**config.mk**
```make
export PLATFORM = sky130hd
export DESIGN_NAME = out_gain
export DESIGN_NICKNAME = d
export VERILOG_FILES = /design/src/rtl/out_gain.sv
export SDC_FILE = /design/constraint.sdc
export NUM_CORES = 1
export LEC_CHECK = 0
export BUFFER_PORTS_ARGS = -buffer_cell sky130_fd_sc_hd__clkbuf_2
export CAP_MARGIN = 20
export CORE_MARGIN = 2
export CORE_UTILIZATION = 26
export DETAILED_ROUTE_END_ITERATION = 16
export PLACE_DENSITY = 0.52
export SYNTH_ARGS = -nofsm -noshare
export SYNTH_HDL_FRONTEND = slang
export SYNTH_SLANG_ARGS = --single-unit
```
**constraint.sdc**
```tcl
create_clock -name clk -period 4.6 [get_ports clk]
set_input_delay 0.46 -clock clk [delete_from_list [all_inputs] [get_ports clk]]
set_output_delay 0.46 -clock clk [all_outputs]
set_load 0.01 [all_outputs]
```
**src/rtl/out_gain.sv**
```systemverilog
// Output gain stage: ramped gain, scale by gain/2^G_SHIFT, saturate, offset-binary out with clip flag.
// Latency 3 cycles from in_valid to out_valid; accepts a sample every cycle, no back-pressure.
module out_gain #(
   parameter int SIG_BITS = 16,
   parameter int G_BITS   = 8,
   parameter int G_SHIFT  = 7
) (
   input  logic                clk,
   input  logic                reset_n,
   input  logic [SIG_BITS-1:0] in,
   input  logic                in_valid,
   input  logic [G_BITS-1:0]   gain,
   input  logic                mute,
   output logic [SIG_BITS-1:0] out,
   output logic                out_valid,
   output logic                clip
);

   localparam int                  PROD_W = SIG_BITS + G_BITS + 1;
   localparam logic [G_BITS-1:0]   G_ONE  = G_BITS'(1);
   localparam logic [SIG_BITS-1:0] MID    = {1'b1, {(SIG_BITS-1){1'b0}}};

   logic [G_BITS-1:0]          r_gain_cur;
   logic [SIG_BITS-1:0]        r_s1_in;
   logic [G_BITS-1:0]          r_s1_gain;
   logic                       r_s1_vld;
   logic signed [PROD_W-1:0]   r_s2_prod;
   logic                       r_s2_vld;

   logic [G_BITS-1:0]          w_target;
   logic [PROD_W-1:0]          w_a;
   logic [PROD_W-1:0]          w_b;
   logic [PROD_W-1:0]          w_prod;
   logic signed [PROD_W-1:0]   w_scaled;
   logic [PROD_W-SIG_BITS:0]   w_hi;
   logic                       w_ovf;
   logic [SIG_BITS-1:0]        w_out_nxt;

   assign w_target = mute ? '0 : gain;

   // Low PROD_W bits of the product are the same for signed and unsigned
   // multiplication once both operands are extended to PROD_W.
   assign w_a    = {{(G_BITS+1){r_s1_in[SIG_BITS-1]}}, r_s1_in};
   assign w_b    = {{(SIG_BITS+1){1'b0}}, r_s1_gain};
   assign w_prod = w_a * w_b;

   assign w_scaled  = r_s2_prod >>> G_SHIFT;
   assign w_hi      = w_scaled[PROD_W-1:SIG_BITS-1];
   assign w_ovf     = !((&w_hi) || !(|w_hi));
   assign w_out_nxt = w_ovf ? (w_scaled[PROD_W-1] ? '0 : '1)
                            : {~w_scaled[SIG_BITS-1], w_scaled[SIG_BITS-2:0]};

   // Ramp direction is re-decided on every sample, so target changes never overshoot.
   always_ff @(posedge clk or negedge reset_n) begin
      if (!reset_n) begin
         r_gain_cur <= '0;
         r_s1_in    <= '0;
         r_s1_gain  <= '0;
         r_s1_vld   <= 1'b0;
      end else begin
         r_s1_vld <= in_valid;
         if (in_valid) begin
            r_s1_in   <= in;
            r_s1_gain <= r_gain_cur;
            if (r_gain_cur < w_target) begin
               r_gain_cur <= r_gain_cur + G_ONE;
            end else if (r_gain_cur > w_target) begin
               r_gain_cur <= r_gain_cur - G_ONE;
            end
         end
      end
   end

   always_ff @(posedge clk or negedge reset_n) begin
      if (!reset_n) begin
         r_s2_prod <= '0;
         r_s2_vld  <= 1'b0;
      end else begin
         r_s2_vld <= r_s1_vld;
         if (r_s1_vld) begin
            r_s2_prod <= w_prod;
         end
      end
   end

   always_ff @(posedge clk or negedge reset_n) begin
      if (!reset_n) begin
         out       <= MID;
         out_valid <= 1'b0;
         clip      <= 1'b0;
      end else begin
         out_valid <= r_s2_vld;
         clip      <= r_s2_vld & w_ovf;
         if (r_s2_vld) begin
            out <= w_out_nxt;
         end
      end
   end

endmodule

```
**Word level (Yosys, flattened, before mapping)**

Index checks and enable logic that the tools add are counted.

- Bits in registers: 77
- Latch bits: 0
- Memory bits (writable): 0
- Memory bits (read-only): 0
- Word-level logic and storage cells: 28
- Memories: 0

- Add/sub/neg operators: 2
- Multiply operators: 1
- Divide/modulo/power cells: 0
- Magnitude comparators: 2
- Eq/ne operators: 0
- Shifts and indexed selects: 0
- Muxes and demuxes: 5
- Bitwise gates (word level): 2
- Reductions and logical operators: 7

Operators by type and width:

| kind | count |
|---|---|
| two-way mux 16 bit | 2 |
| multiplier 16 x 9 -> 25 bit | 1 |
| two-way mux 8 bit | 3 |
| adder 8 x 1 -> 8 bit (second input constant) | 1 |
| greater-than comparator 8 bit | 1 |
| < comparator 8 bit | 1 |
| subtractor 8 x 1 -> 8 bit (second input constant) | 1 |
| AND reduction 3 bit | 1 |
| OR reduction 3 bit | 1 |
| logical NOT 1 bit | 2 |
| AND reduction 2 bit | 1 |
| nonzero test 2 bit | 1 |
| bitwise AND 1 bit | 1 |
| logical OR 1 bit | 1 |
| inverter 1 bit | 1 |

**Longest topological paths before layout**

Gate-level depths: netlist of the first run.

- Word-level depth: 5
- Depth in mapped cells: 19

**Least setup slack after synthesis of the first run**

No wires, ideal clock.

- Kind: register to register
- Start point: register r_s1_gain[2]
- End point: register r_s2_prod[24]
- Setup time: 69 ps
- Arrival: 4693 ps
- Path slack: -162 ps
- Stages on the path, launching flop included: 19
- Path buffers: 2
- Path through: dfrtp_1 clkbuf_1 clkbuf_1 nand2_1 fa_1 inv_1 fa_1 fa_1 inv_1 fa_1 inv_1 ha_1 a21oi_1 o22ai_1 a221o_1 a31oi_4 o21ai_1 a2111o_1 nand3_1

- Word-level cells in the longest chain between the ends: 1

Ends and longest elaborated chain:

| element | RTL line | source |
|---|---|---|
| start: declaration | 25 | `logic [G_BITS-1:0] r_s1_gain;` |
| start signal: assignment | 64 | `r_s1_gain <= r_gain_cur;` |
| multiplier 16 x 9 -> 25 bit | 45 | `assign w_prod = w_a * w_b;` |
| end signal: assignment | 81 | `r_s2_prod <= w_prod;` |
| end: declaration | 27 | `logic signed [PROD_W-1:0] r_s2_prod;` |

No other way between the ends.
A chain may end at the register's enable or synchronous reset.

**Worst setup path after layout of the first run**

- Start point: register r_s1_gain[4]
- End point: register r_s2_prod[24]

Same word-level chain as after synthesis.

==> impl.org, run 1 <==
** Yosys
- Ys Warns :: 0
- In this run the mean area of a mapped cell was 9.31 um2.
- The number of nets handed over by synthesis was 1032.
- Netlist area before placement :: 7840 um2
- Synthesis inferred 70 register bits.
- Counting distinct cell types in the post-synthesis netlist gives 45.
- In the synthesized netlist the dominant register cell turns out to be dfrtp_1.
- Count of mapped cells out of synthesis :: between 800 and 900
- Counting flops with an async set or reset pin after synthesis yields a share of 1.00.
- Yosys mapped a number of flops with a built-in enable equal to 0.
- The share of the Yosys chip area taken by registers is 0.224.

** Die
- In this run the count of I/O pins placed on the die edge is 46.
- Area of the placeable core :: 29600 um2
- Row count :: 63
- Overall die height :: 178 um
- Chip Width :: 178 um
- The die covers 31500 um2.
- For this configuration, the core starts out at a cell density of 0.264.

** CTS
- The longest clock path from root to sink contains 2 buffers.
- TritonCTS built the clock tree.
- The tree is rooted in a clkbuf_16.
- Number of buffers added by the clock tree synthesis step :: 9
- The clock reaches the later pin of the worst-skew pair after 340 ps.
- Clock-pin slew was measured on the worst setup and hold paths at 60 ps.
- The H-tree was split into 3 levels.
- The clock net in this run drives a total of 70 sinks.

** STA
- The final number of max-transition violations was 0.
- Measured against its own limit, the worst slew margin works out to 0.354.
- Setup repair after global routing could not meet its margin everywhere.
- Pin slew with the least headroom to its limit :: 969 ps
- Final setup vio count :: 0
- In the finished design, the share of the clock period the worst path needs comes to 0.985.
- Timing would allow up to 0.221 GHz.
- After routing, the total negative slack on setup checks comes to 0 ps.
- The count of final hold-check violations came to 0.
- Clock skew on the completed layout was measured at ~5.6 ps.
- Final period demand of the worst path :: 4530 ps

** Final layout
- Footprint of the flip-flops and latches :: between 1500 and 2000 um2
- In the final layout, the multi-input gates occupy 5580 um2.
- Number of antenna diodes :: 0
- Once layout is done, the placed cells without fillers occupy about 9800 um2.
- The filler cells instantiated in the layout total 3154.
- Layout net count :: 1140
- Relative area change from synthesis to final layout :: 24.6%
- Of the cells placed in the final design, the portion with a size suffix greater than 1 is 0.263.

** Setup path
- CP required :: between 4000 and 5000 ps
- Setup Crit Path Kind :: flop to flop
- Data arrives at the worst endpoint at about 4800 ps.
- Largest fanout on the critical path :: 6
- Setup crit start kind :: flop
- The worst register-to-register path begins at r_s1_gain[4].
- Worst-case register-to-register setup slack :: 70 ps
- The worst register-to-register path ends at r_s2_prod[24].
- STA classifies the critical path endpoint as a flop.
- Number of cells traversed by the worst register-to-register path :: 16

** Place
- In this run the cell area measured after placement is between 8000 and 9000 um2.
- Routability-driven placement finished with a final weighted congestion of 0.795.
- Buffers placed on the I/O ports in this run total 45.
- Summed over all nets, the half-perimeter wirelength after detailed placement is 13100 um.

** Global routing
- For this run, the total global-route usage over all layers was measured as 0.106.
- The initial antenna violation count came to 0.
- Entering global routing, the biggest net connects 55 pins.
- For this run the aggregate overflow at the end of global routing stands at 0.
- The via count of the first global-routing pass came to 5569.
- First-pass GRT wire length :: 27100 um

** Status
- Result of the run :: complete, no violations

** Detailed routing
- After detailed routing, the total wire length is 16300 um.
- For this block, wires on met1 add up to between 8000 and 9000 um.
- Antenna-violating nets left :: 0
- In the routed layout, each cell is associated on average with a via count of 4.15.
- WL per Instance :: 12.1 um
- For this run, design rule violations remaining after detail routing come to 0.
- After detailed routing, the met3 layer carries 517 um of wire.
- The pre-antenna-repair detailed-routing pass consisted of 4 iterations.
- DRC violation total after the first TritonRoute iteration :: around 170
- Routed vias :: 5586
- Routed met2 length :: roughly 7100 um
- Uppermost layer routed :: met4

** Min path
- In this run the worst hold path is classified as input port to asynchronous set/reset pin.

** Run
- Max Cap Viol :: 0
[layout make-up]
| type | count | share of cell area |
|---|---|---|
| multi-input cells | 569 | 0.571 |
| flip-flops and latches | 70 | 0.181 |
| repair buffers | 130 | 0.0945 |
| inverters | 170 | 0.0653 |
| well taps | 390 | 0.0500 |
| clock buffers | 10 | 0.0245 |
| clock inverters | 6 | 0.0136 |
[worst max-delay path: stages, from the launching register on]
cell      delay, ps
dfrtp_2         450
buf_4           150
and2_1          140
fa_1            480
fa_1            520
fa_1            540
inv_1            50
fa_1            470
inv_1            60
ha_4            210
a211oi_2        180
o21ai_1          80
a221o_1         350
a31oi_4         220
o21ai_2         100
a2111o_1        360
nand3_1          80
[repair_timing]
| item | in CTS | in global routing |
|---|---|---|
| endpoints found under the hold margin | 0 | 0 |
| setup buffers | 9 | 8 |
| gates resized for setup | 18 | 63 |
| endpoints found under the setup margin | 12 | 13 |
| hold buffers | 0 | 0 |
| pin swaps | 9 | 45 |
[synth_stat cells (all sizes together) (5+ instances only)]
library cell / number / share of area
a21o: 6 / 0.0057
a21oi: 22 / 0.014
and2: 69 / 0.055
clkbuf: 30 / 0.014
dfrtp: 69 / 0.22
fa: 102 / 0.26
ha: 60 / 0.096
inv: 170 / 0.081
mux2: 36 / 0.052
nand2: 96 / 0.046
nand2b: 7 / 0.0056
nand3: 6 / 0.0038
nor2: 40 / 0.019
nor2b: 5 / 0.0040
o211ai: 18 / 0.017
o21ai: 31 / 0.021
o21bai: 6 / 0.0057
xnor2: 16 / 0.018
xor2: 11 / 0.012
[placed cells by master (no fill, tap or decap), types with 6 or more instances in the layout]
cell type  count
a21o_1         6
a21oi_1       18
and2_1        65
buf_4         72
buf_6         10
clkbuf_16      9
clkbuf_2      44
dfrtp_1       57
dfrtp_2       12
fa_1          94
fa_2           8
ha_1          47
ha_4          12
inv_1        165
mux2_2        36
nand2_1       90
nand2_2        6
nand2b_1       7
nor2_1        39
o211ai_1      18
o21ai_0       24
xnor2_1       15
xor2_1        11
[registers in the layout, indices dropped and copies added (netlist names)]
| register | count |
|---|---|
| r_gain_cur | 8 |
| r_s1_in | 16 |
| out | 16 |
| r_s2_vld | 1 |
| r_s2_prod | 18 |
| r_s1_gain | 8 |
| r_s1_vld | 1 |
| clip | 1 |
| out_valid | 1 |
[stage by stage]
| stage | utilization | instances | hold WS [ps] | worst slack, ps |
|---|---|---|---|---|
| floorplan | - | 842 | 164 | -5.43 |
| global placement | 0.301 | 1312 | 399 | -85.3 |
| detailed placement | 0.301 | 1312 | 397 | -130 |
| CTS | 0.318 | 1337 | 25.1 | 2.29 |
| global route | 0.330 | 1345 | 36.7 | -104 |
| finish | 0.330 | 1345 | 24.9 | 70.0 |
[worst max-delay path by stage]
stage                  from             to  slack, ps  cells past startpoint
3_3_place_gp   r_s1_gain[1]  r_s2_prod[24]        -90                     16
2_1_floorplan  r_s1_gain[0]  r_s2_prod[24]         -5                     17
3_5_place_dp   r_s1_gain[1]  r_s2_prod[24]       -130                     16
5_1_grt        r_s1_gain[4]  r_s2_prod[24]       -100                     16
6_report       r_s1_gain[4]  r_s2_prod[24]         70                     16
4_1_cts        r_s1_gain[3]  r_s2_prod[24]          2                     17
[cell families after synthesis]
kind of cell | Yosys count | synth area share
and+or+nand+nor | 241 | 0.150
DFF | 70 | 0.224
muxes | 37 | 0.0530
xor gates and xnor gates | 27 | 0.0302
adders and majority gates | 162 | 0.356
AOI/OAI and AO/OA | 102 | 0.0886
buffers and inverters | 203 | 0.0982
[per-layer routing]
metal	vias to the layer above	GRT usage
li1	2847	-
met1	2663	0.156
met2	68	0.161
met3	8	0.0214
met4	0	0.0215
met5	-	0
Power of run 1 is left out: the tool's default activity adds up to more than one toggle a clock period on the data nets, which glitch-free logic cannot reach.
==> run 2: changes to the inputs <==
--- a/config.mk
+++ b/config.mk
@@ -11,6 +11,7 @@
 export CORE_UTILIZATION = 26
 export DETAILED_ROUTE_END_ITERATION = 16
 export PLACE_DENSITY = 0.52
+export REMOVE_ABC_BUFFERS = 1
 export SYNTH_ARGS = -nofsm -noshare
 export SYNTH_HDL_FRONTEND = slang
 export SYNTH_SLANG_ARGS = --single-unit
==> run 2 against run 1 <==
Net effect: fmax increased by 0.20%; global-route usage increased by 0.51 points; clock skew increased by 0.92 ps; wire length increased by 0.62%; sequential share of layout area increased by 0.076 points; final cell count decreased by 0.52%; die area unchanged; sequential cell count unchanged; cell area decreased by 0.49%; hold slack improved by 190 ps; register-to-register slack about the same.
==> impl.org, run 2 (synthesis gave the netlist of run 1 again) <==
** Die
- Overall die height :: around 180 um
- Row count :: 63
- Top-level port count :: 46
- From left edge to right edge, the die measures around 180 um.
- Die Area :: 31500 um2
- The core region is 29600 um2.
- The initial utilization of the core area, before any placement, comes to 0.264.

** CTS
- Hold_buf cts :: 0
- In this run, CTS created clock tree buffers numbering 9.
- The clock reaches the later pin of the worst-skew pair after between 300 and 400 ps.
- In this run the clock root is driven by a clkbuf_16.
- Sink count of the clock tree :: 70
- Reg clk slew, reported paths :: 60 ps
- The H-tree generated during clock tree synthesis spans 3 levels.
- Buffer depth of the longest clock path :: 2
- TritonCTS built the clock tree.

** Final layout
- Counting flops per register, the top entry is r_s2_prod.
- Measured on the finished design, the core utilization comes to 0.328.
- The library cell used most frequently in the layout, excluding fill and tap cells, is inv_1.
- The largest registers in the layout are r_s2_prod x18, out x16, r_s1_in x16.
- Relative area change from synthesis to final layout :: 24.0%
- With fillers left out, the area of the finished cells amounts to 9720 um2.
- Share of layout cells above drive strength 1 :: 0.259
- 0 antenna diodes ended up in the layout.
- Non-filler cells, final :: 1338
- The register with the most flip-flops in the layout has 18 of them.
- Most frequent cells in the layout :: inv_1 (162), fa_1 (96), nand2_1 (89), and2_1 (66), buf_4 (65)
- At the end of the flow, the number of nets in the layout was 1133.

** Detailed routing
- Antenna-violating nets left :: 0
- Routed vias :: about 5600
- The detailed router finished its first iteration with 207 violations.
- Vias per Instance :: 4.15
- After detailed routing, the number of remaining DRC violations is 0.
- After detailed routing, the average wire length per cell comes to 12.3 um.
- Drt total wl :: 16400 um
- Number of search-and-repair iterations in the first detailed-routing pass :: 4

** STA
- Pin slew with the least headroom to its limit :: 983 ps
- For the final database, setup skew stands at 6.48 ps.
- Number of max-slew violations in the final report :: 0
- The count of final hold-check violations came to 0.
- Final setup margin :: 79.0 ps
- Setup repair after global routing could not meet its margin everywhere.
- Setup violations remaining at the end of the flow were counted as 0.
- Crit share post-route :: 0.983
- Slew HR :: 0.345
- After layout, the minimum clock period comes to around 4500 ps.
- For this run, the top clock speed supported by timing is 0.221 GHz.

** Place
- The placed instances occupy a cell area of 8880 um2.
- At the end of routability-driven placement, the weighted congestion stood at 0.798.
- After legalization and detailed placement, the total HPWL measured 12900 um.
- Cell total after placement :: 1305
- Buffers placed on the I/O ports in this run total 45.
- Placement-stage worst setup slack :: -208 ps

** Global routing
- Across every metal layer, demand over resource in global routing totals 0.111.
- The first global-routing pass estimated 28400 um of wire.
- Largest net degree at the start of global routing :: ~70
- For this run the aggregate overflow at the end of global routing stands at 0.
- The initial antenna violation count is 0.
- Via count of the first global-routing pass :: roughly 5700

** Setup path
- The worst setup path is captured at a flop.
- STA puts the critical path data arrival time at ~4800 ps.
- Largest fanout on the critical path :: 4
- The signal on the critical path passes through buf_4, and2_1, fa_2, fa_2, fa_1, inv_1, fa_1, inv_1, ha_4, a211oi_2, o21ai_1, a221o_1, a31oi_4, nor2b_1, o21a_1, a211oi_1.
- The critical path is of the flop to flop type.
- STA classifies the critical path startpoint as a flop.
- Slowest cell on the critical path :: fa_2
- Crit path launch :: r_s1_gain[3]
- Largest delay share family, worst path :: adder cells
- Critical register-to-register path startpoint :: r_s1_gain[3]
- The number of buffers and inverters on the critical path is 3.
- Data on the critical path is required at its endpoint by 4850 ps.
- In this design, the stage delay of the slowest critical-path cell is a little under 600 ps.

** Min path
- Type of the most critical hold path :: input port to asynchronous set/reset pin

** Status
- Result of the run :: complete, no violations

** Run
- Max Cap Viol :: 0
run 2: final cells by class:
class | count | area [um2]
fill | 3103 | 19900
multi-input combinational | 569 | 5630
sequential | 70 | 1770
timing repair buffer | 123 | 892
inverter | 170 | 638
tap | 390 | 488
clock buffer | 10 | 239
clock inverter | 6 | 68.8
run 2: path summary, 6_finish.rpt:
kind                                  to  slack, ps  depth (start not counted)
max in group asynchronous  r_s2_prod[10]       3750                          1
max                        r_s2_prod[20]         80                         16
min in group clk              r_s1_in[2]        350                          2
min reg2reg                      out[15]        470                          2
min                        r_gain_cur[0]        220                          1
max reg2reg                r_s2_prod[20]         80                         16
run 2: routing by layer:
layer / GRT usage / wire length, um / share of wire
met2: 0.179 / 7590 / 0.46
met3: 0.0184 / 393 / 0.024
met1: 0.152 / 8160 / 0.50
met4: 0.0362 / 290 / 0.018
met5: 0 / 0 / 0
run 2: per-stage QoR:
stage | hold slack (ps) | setup TNS (ps)
after CTS | 287 | 0
after floorplan | 164 | -47.1
final | 220 | 0
after detailed placement | 461 | -1640
after global placement | 456 | -885
after global routing | 334 | -535
run 2: timing repair:
| item | CTS | global route |
|---|---|---|
| buffers inserted | 12 | 5 |
| hold endpoints to repair | 0 | 0 |
| resized for setup | 32 | 57 |
| pin swaps | 13 | 57 |
| setup endpoints to repair | 13 | 13 |
run 2: worst reg2reg max path, cell delays in order, from the launching register on:
cell and delay [ps]:
dfrtp_2 410, buf_4 150, and2_1 170, fa_2 590, fa_2 430, fa_1 490, inv_1 50, fa_1 360
inv_1 110, ha_4 220, a211oi_2 220, o21ai_1 80, a221o_1 380, a31oi_4 230, nor2b_1 110, o21a_1 200
a211oi_1 220
Power of run 2 is left out for the same reason.
==> run 3: changes to the inputs <==
--- a/config.mk
+++ b/config.mk
@@ -10,6 +10,7 @@
 export CORE_MARGIN = 2
 export CORE_UTILIZATION = 26
 export DETAILED_ROUTE_END_ITERATION = 16
+export GPL_TIMING_DRIVEN = 0
 export PLACE_DENSITY = 0.52
 export REMOVE_ABC_BUFFERS = 1
 export SYNTH_ARGS = -nofsm -noshare
==> constraint.sdc (replaced) <==
create_clock -name clk -period 3.65 [get_ports clk]
set_input_delay 0.365 -clock clk [delete_from_list [all_inputs] [get_ports clk]]
set_output_delay 0.365 -clock clk [all_outputs]
set_load 0.01 [all_outputs]
==> run 3 against run 2 <==
Net effect: global-route usage up 0.16 points; largest cell class unchanged; highest routed layer unchanged; clock skew about the same; wire length up 1.2%; sequential share of layout area up 0.081 points; critical endpoint unchanged; the flow now finishes with violations (negative setup slack); die area unchanged; non-clock buffer count down 23; register-to-register slack worse by 1000 ps; utilization about the same; hold slack better by 39 ps; critical path depth unchanged; final cell count down 1.8%.
==> impl.org, run 3 (synthesis gave the netlist of run 1 again) <==
** Final layout
- For this run, the share of the core covered by cells in the final layout is 0.328.
- r_s2_prod holds more flip-flops than any other register.
- Largest register FFs :: 18
- For this run, the post-layout net count is 1110.
- Leaving out fill and tap cells, the most frequent cell in the layout is inv_1.
- In the layout the commonest cells are inv_1 (153), fa_1 (92), nand2_1 (84), and2_1 (63), dfrtp_1 (51).
- Number of antenna diodes :: 0
- After routing the design area is 9720 um2.
- Share of layout cells above drive strength 1 :: 0.282
- Registers with the most flip-flops :: r_s2_prod x18, out x16, r_s1_in x16
- Relative area change from synthesis to final layout :: 24.1%

** Die
- Chip Width :: 178 um
- The floorplan has 63 rows.
- Area of the placeable core :: 29600 um2
- Overall die height :: between 150 and 200 um
- The initial utilization of the core area, before any placement, comes to 0.264.
- The die covers 31500 um2.
- Pin placement for this block handled 46 I/O pins.

** Setup path
- At the worst endpoint, the required time is approximately 3800 ps.
- In this run the worst path has a maximum fanout of 6.
- Setup crit start kind :: flop
- STA puts the critical path data arrival time at ~4800 ps.
- Critical path endpoint category :: flop
- Setup Crit Path Kind :: flop to flop
- Traced cell by cell, the critical path runs through buf_6, and2_4, fa_2, fa_2, fa_1, inv_2, fa_1, inv_2, ha_4, a21oi_2, o22ai_1, a221o_1, a31oi_4, nor2b_1, nor4_1, a211oi_2.
- For this run, the slowest stage of the critical path takes 560 ps.
- The largest individual stage delay along the critical path comes from the cell fa_1.

** CTS
- Sink count of the clock tree :: 70
- Buffer cell driving the clock tree root :: clkbuf_16
- Reg clk slew, reported paths :: 60 ps
- Clock latency on the worst-skew pair, taken at its later pin, is 340 ps.
- Buffer depth of the longest clock path :: 2
- TritonCTS built the clock tree.
- Total number of H-tree levels :: 3
- In this run, CTS created clock tree buffers numbering 9.

** Global routing
- For this run, the total global-route usage over all layers was measured as 0.113.
- After global routing the overflow that remains totals 0.
- Largest net degree at the start of global routing :: 60
- First-pass GRT wire length :: about 29000 um
- Met1 layer usage reported by global route :: 0.149
- Via count of the first global-routing pass :: 5890
- M3 GR Usage :: 0.0165
- For this run, global-route usage on met2 was measured as 0.190.
- After global routing, the most crowded layer is met2.
- Antenna violations before repair :: 0

** STA
- Pin slew with the least headroom to its limit :: around 950 ps
- Headroom to the max-slew limit came out at 0.366.
- Final setup margin :: -925 ps
- Setup repair after global routing could not meet its margin everywhere.
- Total negative slack :: -13190 ps
- Final count of hold timing violations :: 0
- Final period demand of the worst path :: 4580 ps
- Final setup vio count :: 18
- Worst setup skew after layout :: 6.73 ps
- Crit share post-route :: 1.25
- The final number of max-transition violations was 0.
- Based on the critical path, the design can be clocked at up to 0.219 GHz.

** Place
- Summing all placed instances gives a cell area of 8460 um2.
- The HPWL after detailed placement is approximately 12000 um.
- The count of buffers added on input and output ports is 45.
- Placement-stage worst setup slack :: -1540 ps
- Routability Congestion :: 0.768

** Detailed routing
- DRC violation total after the first TritonRoute iteration :: around 140
- Antenna-violating nets left :: 0
- Vias per Instance :: 4.21
- After detailed routing, the average wire length per cell comes to 12.7 um.
- For this run, design rule violations remaining after detail routing come to 0.
- Across all layers, the routed design uses roughly 5500 vias.
- The pre-antenna-repair detailed-routing pass consisted of 4 iterations.
- Summed over all layers, the routed wires come to 16600 um.

** Min path
- Type of the most critical hold path :: input port to flop

** Status
- The checks that failed: negative setup slack.
- The flow ran to the end, but the final reports show violations.

** Run
- Max Cap Viol :: 0
[run 3: changes by cell type in the layout (fill, tap and decap cells not counted), moves of 5 or more]
cell     change
nand2_1      -5
buf_6       +11
dfrtp_1      -7
inv_2        +9
buf_4       -38
dfrtp_2      +7
inv_1        -9
[run 3: timing repair]
item / CTS / global route
setup endpoints to repair: 18 / 18
cloned: 0 / 0
pin swaps: 51 / 36
buffers inserted: 47 / 5
resized for setup: 109 / 39
hold buffers: 1 / 0
endpoints found under the hold margin: 11 / 0
[run 3: area by class of cell]
type / count / area, um2
Clock buffer: 10 / 229
Clock inverter: 5 / 36.3
Fill cell: 3074 / 19900
Inverter: 170 / 638
Multi-Input combinational cell: 569 / 5760
Sequential cell: 70 / 1780
Tap cell: 390 / 488
Timing Repair Buffer: 100 / 796
[run 3: layer usage]
layer / vias up / wire length, um
li1: 2792 / -
met5: - / 0
met2: 70 / 7930
met4: 0 / 254
met3: 18 / 411
met1: 2647 / 8030
[run 3: metrics by stage]
step	std cells	hold WS, ps
2_1_floorplan	809	69.4
3_3_place_gp	1244	455
3_5_place_dp	1246	252
4_1_cts	1309	246
5_1_grt	1314	256
6_report	1314	258
[run 3: critical path: cells and delay by family, from the launching register on]
kind / cells / cell delay (ps)
buf+inv: 3 / 240
compound gates: 5 / 890
simple gates: 3 / 520
fa+ha+maj: 5 / 2280
flops: 1 / 480
[run 3: path summary, 6_finish.rpt]
check | from | to | slack [ps] | cells past startpoint
worst min register to register | out[15] | out[15] | 470 | 2
worst max-delay path | r_s1_gain[4] | r_s2_prod[20] | -930 | 16
max in group asynchronous | reset_n | out[15] | 2590 | 3
min in group asynchronous | reset_n | r_gain_cur[0] | 450 | 2
worst max register to register | r_s1_gain[4] | r_s2_prod[20] | -930 | 16
worst min-delay path | in[3] | r_s1_in[3] | 260 | 2
Power of run 3 is left out for the same reason.
